--- src/rtl/ew_pkg.sv ---
// Shared types for the EW threat-response pipeline: FSM state encoding and
// the default set of threat classes that indicate jamming.
package ew_pkg;

  typedef enum logic [2:0] {
    ST_MONITOR  = 3'd0,
    ST_VALIDATE = 3'd1,
    ST_JAMMED   = 3'd2,
    ST_BLACKOUT = 3'd3,
    ST_RECOVERY = 3'd4
  } state_e;

  localparam logic [7:0] DEFAULT_JAM_MASK = 8'h11;

endpackage

--- src/rtl/threat_response_ctrl_if.sv ---
// Bundle between the threat/auth front end (master) and the response
// controller (slave). Outputs of the controller feed the RF channel selector.
interface threat_response_ctrl_if
  import ew_pkg::*;
#(
  parameter int NUM_CH   = 4,
  parameter int THREAT_W = 8,
  parameter int ID_W     = 4
) ();

  localparam int CH_W = $clog2(NUM_CH);

  logic [THREAT_W-1:0] threat_vector;
  logic                known_threat;
  logic [ID_W-1:0]     threat_id;
  logic                auth_valid;
  logic                auth_done;
  logic [CH_W-1:0]     safest_channel;

  state_e              state;
  logic [CH_W-1:0]     current_channel;
  logic                hop_req;
  logic [7:0]          hop_count;
  logic [NUM_CH-1:0]   jam_map;
  logic [ID_W-1:0]     latched_id;
  logic                blackout_active;

  modport master (
    output threat_vector, known_threat, threat_id, auth_valid, auth_done, safest_channel,
    input  state, current_channel, hop_req, hop_count, jam_map, latched_id, blackout_active
  );

  modport slave (
    input  threat_vector, known_threat, threat_id, auth_valid, auth_done, safest_channel,
    output state, current_channel, hop_req, hop_count, jam_map, latched_id, blackout_active
  );

endinterface

--- src/rtl/chan_select.sv ---
// Picks the channel to hop to: the scanner's safest channel when usable,
// otherwise the lowest-index channel that is not blacklisted.
module chan_select #(
  parameter int NUM_CH = 4,
  parameter int CH_W   = $clog2(NUM_CH)
) (
  input  logic [NUM_CH-1:0] jam_map_i,
  input  logic [CH_W-1:0]   current_channel_i,
  input  logic [CH_W-1:0]   safest_channel_i,
  output logic [CH_W-1:0]   next_ch_o,
  output logic              none_free_o
);

  logic            safe_ok;
  logic [CH_W-1:0] lowest_free;

  always_comb begin
    // NOTE: every combinational output gets a default first so no path leaves it unassigned (no latch).
    lowest_free = '0;
    safe_ok     = 1'b0;
    // Scan downward so the last hit wins, leaving the lowest free index.
    for (int c = NUM_CH - 1; c >= 0; c--) begin
      if (!jam_map_i[c]) lowest_free = CH_W'(c);
    end
    if (int'(safest_channel_i) < NUM_CH) begin
      safe_ok = !jam_map_i[safest_channel_i] && (safest_channel_i != current_channel_i);
    end
  end

  assign next_ch_o   = safe_ok ? safest_channel_i : lowest_free;
  assign none_free_o = &jam_map_i;

endmodule

--- src/rtl/threat_response_ctrl.sv ---
// Threat/auth decision FSM with channel hopping, jammed-channel blacklist,
// auth timeout and programmable blackout/recovery dwell.
module threat_response_ctrl
  import ew_pkg::*;
#(
  parameter int                  NUM_CH          = 4,
  parameter int                  THREAT_W        = 8,
  parameter int                  ID_W            = 4,
  parameter logic [THREAT_W-1:0] JAM_MASK        = THREAT_W'(DEFAULT_JAM_MASK),
  parameter int                  AUTH_TIMEOUT    = 4,
  parameter int                  BLACKOUT_CYCLES = 16,
  parameter int                  RECOVERY_CYCLES = 8
) (
  input logic                   clk,
  input logic                   reset,
  threat_response_ctrl_if.slave ctrl_if
);

  localparam int CH_W      = $clog2(NUM_CH);
  localparam int MAX_AB    = (AUTH_TIMEOUT > BLACKOUT_CYCLES) ? AUTH_TIMEOUT : BLACKOUT_CYCLES;
  localparam int MAX_DWELL = (MAX_AB > RECOVERY_CYCLES) ? MAX_AB : RECOVERY_CYCLES;
  localparam int TMR_W     = $clog2(MAX_DWELL + 1);

  localparam logic [TMR_W-1:0] AUTH_LAST     = TMR_W'(AUTH_TIMEOUT - 1);
  localparam logic [TMR_W-1:0] BLACKOUT_LAST = TMR_W'(BLACKOUT_CYCLES - 1);
  localparam logic [TMR_W-1:0] RECOVERY_LAST = TMR_W'(RECOVERY_CYCLES - 1);

  state_e            state_q;
  logic [CH_W-1:0]   current_channel_q;
  logic              hop_req_q;
  logic [7:0]        hop_count_q;
  logic [NUM_CH-1:0] jam_map_q;
  logic [ID_W-1:0]   latched_id_q;
  logic              blackout_active_q;
  logic [TMR_W-1:0]  timer_q;

  logic [NUM_CH-1:0] jam_upd;
  logic [CH_W-1:0]   next_ch;
  logic              none_free;
  logic              threat_seen;
  logic              jam_hit;

  // Blacklist as it will be after this cycle, so the selector never picks the channel being jammed.
  assign jam_upd     = jam_map_q | (NUM_CH'(1) << current_channel_q);
  assign threat_seen = |ctrl_if.threat_vector;
  assign jam_hit     = |(ctrl_if.threat_vector & JAM_MASK);

  chan_select #(
    .NUM_CH (NUM_CH),
    .CH_W   (CH_W)
  ) u_chan_select (
    .jam_map_i         (jam_upd),
    .current_channel_i (current_channel_q),
    .safest_channel_i  (ctrl_if.safest_channel),
    .next_ch_o         (next_ch),
    .none_free_o       (none_free)
  );

  always_ff @(posedge clk) begin
    // NOTE: state registers use non-blocking assignments so all of them sample pre-edge values.
    if (reset) begin
      state_q           <= ST_MONITOR;
      current_channel_q <= '0;
      hop_req_q         <= 1'b0;
      hop_count_q       <= '0;
      jam_map_q         <= '0;
      latched_id_q      <= '0;
      blackout_active_q <= 1'b0;
      timer_q           <= '0;
    end else begin
      hop_req_q <= 1'b0;
      case (state_q)
        ST_MONITOR: begin
          if (threat_seen) begin
            latched_id_q <= ctrl_if.threat_id;
            timer_q      <= '0;
            state_q      <= ctrl_if.known_threat ? ST_RECOVERY : ST_VALIDATE;
          end
        end
        ST_VALIDATE: begin
          timer_q <= timer_q + 1'b1;
          // A result arriving on the timeout cycle still counts.
          if (ctrl_if.auth_done) begin
            timer_q <= '0;
            if (!ctrl_if.auth_valid) begin
              state_q           <= ST_BLACKOUT;
              blackout_active_q <= 1'b1;
            end else if (jam_hit) begin
              state_q <= ST_JAMMED;
            end else begin
              state_q <= ST_MONITOR;
            end
          end else if (timer_q == AUTH_LAST) begin
            timer_q           <= '0;
            state_q           <= ST_BLACKOUT;
            blackout_active_q <= 1'b1;
          end
        end
        ST_JAMMED: begin
          jam_map_q <= jam_upd;
          if (none_free) begin
            state_q           <= ST_BLACKOUT;
            blackout_active_q <= 1'b1;
          end else begin
            current_channel_q <= next_ch;
            hop_req_q         <= 1'b1;
            if (hop_count_q != 8'hFF) hop_count_q <= hop_count_q + 8'd1;
            state_q <= ST_MONITOR;
          end
        end
        ST_BLACKOUT: begin
          if (timer_q == BLACKOUT_LAST) begin
            timer_q           <= '0;
            blackout_active_q <= 1'b0;
            state_q           <= ST_RECOVERY;
          end else begin
            timer_q <= timer_q + 1'b1;
          end
        end
        ST_RECOVERY: begin
          if (timer_q == RECOVERY_LAST) begin
            timer_q   <= '0;
            jam_map_q <= '0;
            state_q   <= ST_MONITOR;
          end else begin
            timer_q <= timer_q + 1'b1;
          end
        end
        default: begin
          state_q           <= ST_MONITOR;
          timer_q           <= '0;
          blackout_active_q <= 1'b0;
        end
      endcase
    end
  end

  assign ctrl_if.state           = state_q;
  assign ctrl_if.current_channel = current_channel_q;
  assign ctrl_if.hop_req         = hop_req_q;
  assign ctrl_if.hop_count       = hop_count_q;
  assign ctrl_if.jam_map         = jam_map_q;
  assign ctrl_if.latched_id      = latched_id_q;
  assign ctrl_if.blackout_active = blackout_active_q;

endmodule

--- src/flat_wrapper.sv ---
// flat-port wrapper written by rule: the top's interface ports become plain ports
module threat_response_ctrl_flat import ew_pkg::*;
#(
  parameter int                  NUM_CH          = 4,
  parameter int                  THREAT_W        = 8,
  parameter int                  ID_W            = 4,
  parameter logic [THREAT_W-1:0] JAM_MASK        = THREAT_W'(DEFAULT_JAM_MASK),
  parameter int                  AUTH_TIMEOUT    = 4,
  parameter int                  BLACKOUT_CYCLES = 16,
  parameter int                  RECOVERY_CYCLES = 8
)
  (clk, reset, ctrl_if_threat_vector, ctrl_if_known_threat, ctrl_if_threat_id, ctrl_if_auth_valid, ctrl_if_auth_done, ctrl_if_safest_channel, ctrl_if_state, ctrl_if_current_channel, ctrl_if_hop_req, ctrl_if_hop_count, ctrl_if_jam_map, ctrl_if_latched_id, ctrl_if_blackout_active);
  threat_response_ctrl_if #(.NUM_CH(NUM_CH), .THREAT_W(THREAT_W), .ID_W(ID_W)) ctrl_if_i ();
  input logic clk;
  input logic reset;
  input wire logic [$bits(ctrl_if_i.threat_vector)-1:0] ctrl_if_threat_vector;
  input wire logic [$bits(ctrl_if_i.known_threat)-1:0] ctrl_if_known_threat;
  input wire logic [$bits(ctrl_if_i.threat_id)-1:0] ctrl_if_threat_id;
  input wire logic [$bits(ctrl_if_i.auth_valid)-1:0] ctrl_if_auth_valid;
  input wire logic [$bits(ctrl_if_i.auth_done)-1:0] ctrl_if_auth_done;
  input wire logic [$bits(ctrl_if_i.safest_channel)-1:0] ctrl_if_safest_channel;
  output wire logic [$bits(ctrl_if_i.state)-1:0] ctrl_if_state;
  output wire logic [$bits(ctrl_if_i.current_channel)-1:0] ctrl_if_current_channel;
  output wire logic [$bits(ctrl_if_i.hop_req)-1:0] ctrl_if_hop_req;
  output wire logic [$bits(ctrl_if_i.hop_count)-1:0] ctrl_if_hop_count;
  output wire logic [$bits(ctrl_if_i.jam_map)-1:0] ctrl_if_jam_map;
  output wire logic [$bits(ctrl_if_i.latched_id)-1:0] ctrl_if_latched_id;
  output wire logic [$bits(ctrl_if_i.blackout_active)-1:0] ctrl_if_blackout_active;
  assign ctrl_if_i.threat_vector = ctrl_if_threat_vector;
  assign ctrl_if_i.known_threat = ctrl_if_known_threat;
  assign ctrl_if_i.threat_id = ctrl_if_threat_id;
  assign ctrl_if_i.auth_valid = ctrl_if_auth_valid;
  assign ctrl_if_i.auth_done = ctrl_if_auth_done;
  assign ctrl_if_i.safest_channel = ctrl_if_safest_channel;
  assign ctrl_if_state = ctrl_if_i.state;
  assign ctrl_if_current_channel = ctrl_if_i.current_channel;
  assign ctrl_if_hop_req = ctrl_if_i.hop_req;
  assign ctrl_if_hop_count = ctrl_if_i.hop_count;
  assign ctrl_if_jam_map = ctrl_if_i.jam_map;
  assign ctrl_if_latched_id = ctrl_if_i.latched_id;
  assign ctrl_if_blackout_active = ctrl_if_i.blackout_active;
  threat_response_ctrl #(.NUM_CH(NUM_CH), .THREAT_W(THREAT_W), .ID_W(ID_W), .JAM_MASK(JAM_MASK), .AUTH_TIMEOUT(AUTH_TIMEOUT), .BLACKOUT_CYCLES(BLACKOUT_CYCLES), .RECOVERY_CYCLES(RECOVERY_CYCLES)) u_core (.clk(clk), .reset(reset), .ctrl_if(ctrl_if_i));
endmodule
--- config.mk ---
export PLATFORM = sky130hd
export DESIGN_NAME = threat_response_ctrl_flat
export DESIGN_NICKNAME = d
export VERILOG_FILES = /design/src/rtl/ew_pkg.sv /design/src/rtl/threat_response_ctrl_if.sv /design/src/rtl/chan_select.sv /design/src/rtl/threat_response_ctrl.sv /design/src/flat_wrapper.sv
export SDC_FILE = /design/constraint.sdc
export NUM_CORES = 1
export LEC_CHECK = 0
export CORE_ASPECT_RATIO = 1.4
export CORE_MARGIN = 5
export CORE_UTILIZATION = 48
export DETAILED_ROUTE_END_ITERATION = 12
export GPL_ROUTABILITY_DRIVEN = 0
export PLACE_DENSITY = 0.88
export SETUP_SLACK_MARGIN = 0.05
export SLEW_MARGIN = 0
export SYNTH_ARGS = -nofsm -noshare
export SYNTH_HDL_FRONTEND = slang
export SYNTH_SLANG_ARGS = --single-unit
--- constraint.sdc ---
create_clock -name clk -period 2.35 [get_ports clk]
set_clock_uncertainty 0.15 [all_clocks]
set_input_delay 0.3525 -clock clk [delete_from_list [all_inputs] [get_ports clk]]
set_output_delay 0.3525 -clock clk [all_outputs]
set_load 0.1 [all_outputs]
==> impl_metrics.csv <==
group,metric,value,unit
drt,via_per_inst,5.868,
cts,numCtsBuffers,3,
drt,drt_iter0_drc,78,
timing,fmax,455.6,MHz
global_routing,met2_usage,30.85,%
critical_path,end_kind,"flip-flop",
cts,path_clk_slew,0.09,ns
global_routing,grt_max_degree,29,
floorplan,io_pins,42,
floorplan,die_w,59.33,um
critical_path,worstRegToRegCells,6,
critical_path,path_cells,"ha_1 -> or4b_1 -> a31oi_1 -> nand2_1 -> a311oi_1 -> nor4_1",
drt,wl,3871,um
synth,ys_ff_latch,28,
cts,cts_tree,"yes",
synth,synth.top_cells.by_area,"dfxtp_1 34%, nor2_1 5.3%, a21oi_1 5.2%, mux2i_1 4.3%, nand2_1 3.7%",
drt,first_pass_iters,4,
critical_path,path_max_fanout,5,
drt,drcViolationCount,0,
critical_path,worst_ep_required_time,2.36,ns
job,maxCapViolCount,0,
floorplan,start_util,48.86,%
synth,synth_area,0.001635,mm^2
cts,cts_setup_buffers,0,
hold_path,hp-class,"flip-flop to flip-flop",
critical_path,critPathTopFamily,"simple AND/OR/NAND/NOR gates",
critical_path,critPathCapture,"u_core.ctrl_if.state[0]",
synth,yosysWarnings,0,
synth,synth_top_cell_area_share,34.28,%
synth,syn_inst,196,
synth,synth_edf_count,0,
critical_path,r2r_slack,0.15,ns
timing,relSlewSlack,66.16,%
global_routing,grt_use_total,17.03,%
timing,min_period,2.195,ns
floorplan,die_h,79.06,um
synth,async_flop_share,0,%
finish,nNetsFinal,265,
cts,clock_sinks,28,
critical_path,cp-start-kind,"flip-flop",
drt,antenna_left,0,
synth,synthTopCellsByCount,"28 x dfxtp_1, 23 x nor2_1, 17 x a21oi_1, 16 x nand2_1, 8 x nand3_1",
critical_path,cp.arrival,2.20,ns
critical_path,slowest_delay,0.50,ns
timing,rsz0062_at_grt,"no",
critical_path,cp_num_buf_inv,0,
drt,vias,1649,
cts,cts_resized,0,
timing,hold_violations,0,
placement,io_buffer_count,41,
finish,n_antenna_cell,0,
synth,yosysSeqAreaShare,34.28,%
critical_path,r2r_end,"u_core.ctrl_if.state[0]",
cts,cts_buffer_depth,2,
critical_path,r2r-start,"u_core.timer_q[0]",
global_routing,met3_usage,1.463,%
cts,root_buffer,"clkbuf_8",
status,outcome,"finished clean",
pwr,p_leak,0.8140,nW
synth,avgSynthCellArea,8.343,um^2
cts,htree_num_levels,1,
cts,clk_latency,0.27,ns
floorplan,die-area,0.004691,mm^2
synth,syn_nets,219,
placement,post_dp_cell_area,0.002085,mm^2
critical_path,critical_path_class,"flip-flop to flip-flop",
pwr,powerDensity,604.9,mW/mm^2
timing,tns,0,ns
global_routing,busiest_layer,"met2",
finish,area_delta_synth_final,30.83,%
drt,wl_per_cell,13.78,um
timing,min_period_over_period,93.41,%
synth,synth.most_common_cell,"dfxtp_1",
global_routing,grt_pass1_wl,6492,um
finish,fin_area,0.002140,mm^2
floorplan,placementRows,25,
synth,ys.flop_type,"dfxtp_1",
critical_path,cp.depth,6,
global_routing,overflow,0,
synth,synthDistinctLibCells,54,
global_routing,grt_util_met1,20.80,%
cts,cts_hold_buf,0,
pwr,irDropWorstVdd,0.4150,mV
critical_path,cp-startpoint,"u_core.timer_q[0]",
placement,dp_hpwl,2915,um
global_routing,grt_pass1_vias,1510,
critical_path,cp_slowest_cell,"or4b_1",
timing,final-setup-viol-count,0,
finish,drive_gt1_share,21.99,%
synth,synth_top_cell_by_area,"dfxtp_1",
timing,slew_viol_final,0,
global_routing,antenna_found_initial,0,
floorplan,core,0.003347,mm^2
timing,tightestPinTransition,0.5012,ns
## kinds of logic after synthesis
group | synth area share [%]
adders and majority gates | 3.673
buffers and inverters | 4.591
and+or+nand+nor | 28.16
xor gates and xnor gates | 0.5357
DFF | 34.28
AOI/OAI and AO/OA | 23.57
muxes | 5.203
## metrics by stage
stage / hold WS (ns) / utilization, % / worst slack [ns] / instances / total power, mW
CTS: 0.3637 / 63.93 / 0.1919 / 281 / 1.301
global placement: 0.3313 / 62.28 / 0.1088 / 277 / 1.000
finish: 0.3562 / 63.93 / 0.1550 / 281 / 1.294
detailed placement: 0.3410 / 62.28 / 0.06330 / 277 / 1.010
global route: 0.3916 / 63.93 / 0.05356 / 281 / 1.353
floorplan: 0.3426 / - / 0.06296 / 196 / 0.8714
## power by group
| part | internal (mW) | switching (mW) | total (mW) | leakage [nW] |
|---|---|---|---|---|
| registers | 0.503 | 0.0291 | 0.532 | 0.230 |
| logic | 0.159 | 0.307 | 0.466 | 0.555 |
| clock network | 0.150 | 0.146 | 0.296 | 0.0288 |
| total | 0.812 | 0.482 | 1.29 | 0.814 |
## tightest hold or removal path, delay by kind of cell, from the launching register on
kind | cells | cell delay (ns)
DFF | 1 | 0.34
muxes | 1 | 0.07
and+or+nand+nor | 1 | 0.07
## state kept, by name, summed over array words and instances, names as in the netlist
name	flops
u_core.ctrl_if.hop_count	8
u_core.timer_q	5
u_core.ctrl_if.hop_req	1
u_core.ctrl_if.blackout_active	1
u_core.ctrl_if.jam_map	4
u_core.ctrl_if.current_channel	2
u_core.ctrl_if.state	3
u_core.ctrl_if.latched_id	4
## worst min-delay path by stage
stage,depth (start not counted),startpoint,slack (ns),end
CTS,2,u_core.ctrl_if.latched_id[0],0.36,u_core.ctrl_if.latched_id[0]
floorplan,2,u_core.timer_q[1],0.34,u_core.timer_q[1]
finish,2,u_core.ctrl_if.latched_id[0],0.36,u_core.ctrl_if.latched_id[0]
global placement,2,u_core.ctrl_if.latched_id[3],0.33,u_core.ctrl_if.latched_id[3]
detailed placement,2,u_core.ctrl_if.latched_id[0],0.34,u_core.ctrl_if.latched_id[0]
global route,2,u_core.ctrl_if.blackout_active,0.39,u_core.ctrl_if.blackout_active
## layer usage
layer / part of all wire (%) / vias up
met5: 0 / -
met4: 0.98 / 0
met3: 4.3 / 5
met2: 53 / 38
met1: 41 / 787
li1: - / 819
## cells in the final DEF, fill, tap and decap left out, types with 2 or more instances in the layout
cell and n:
dfxtp_2 6, nor3_1 5, clkbuf_8 4, inv_1 7, nand3_1 8, a32oi_1 3
nor2_1 23, a22oi_1 5, or4_1 3, ha_1 4, dfxtp_1 22, nor4_1 4
nand2_1 16, a31oi_1 3, nand3b_1 2, nor2b_1 2, nor3b_1 2, nand2b_1 2
o21a_1 2, or3_1 3, buf_4 32, o21ai_0 6, a21oi_1 17, o31ai_1 4
nor4_2 2, clkdlybuf4s50_1 18, and2_1 2, mux2i_1 7
## layout make-up
cell class	instances	area, um^2
well taps	40	50.05
inverters	7	26.28
flip-flops and latches	28	568.0
fillers	303	1207
clock buffers	4	55.05
multi-input cells	151	999.7
repair buffers	51	440.4
Power figures use the tool's default switching activity.
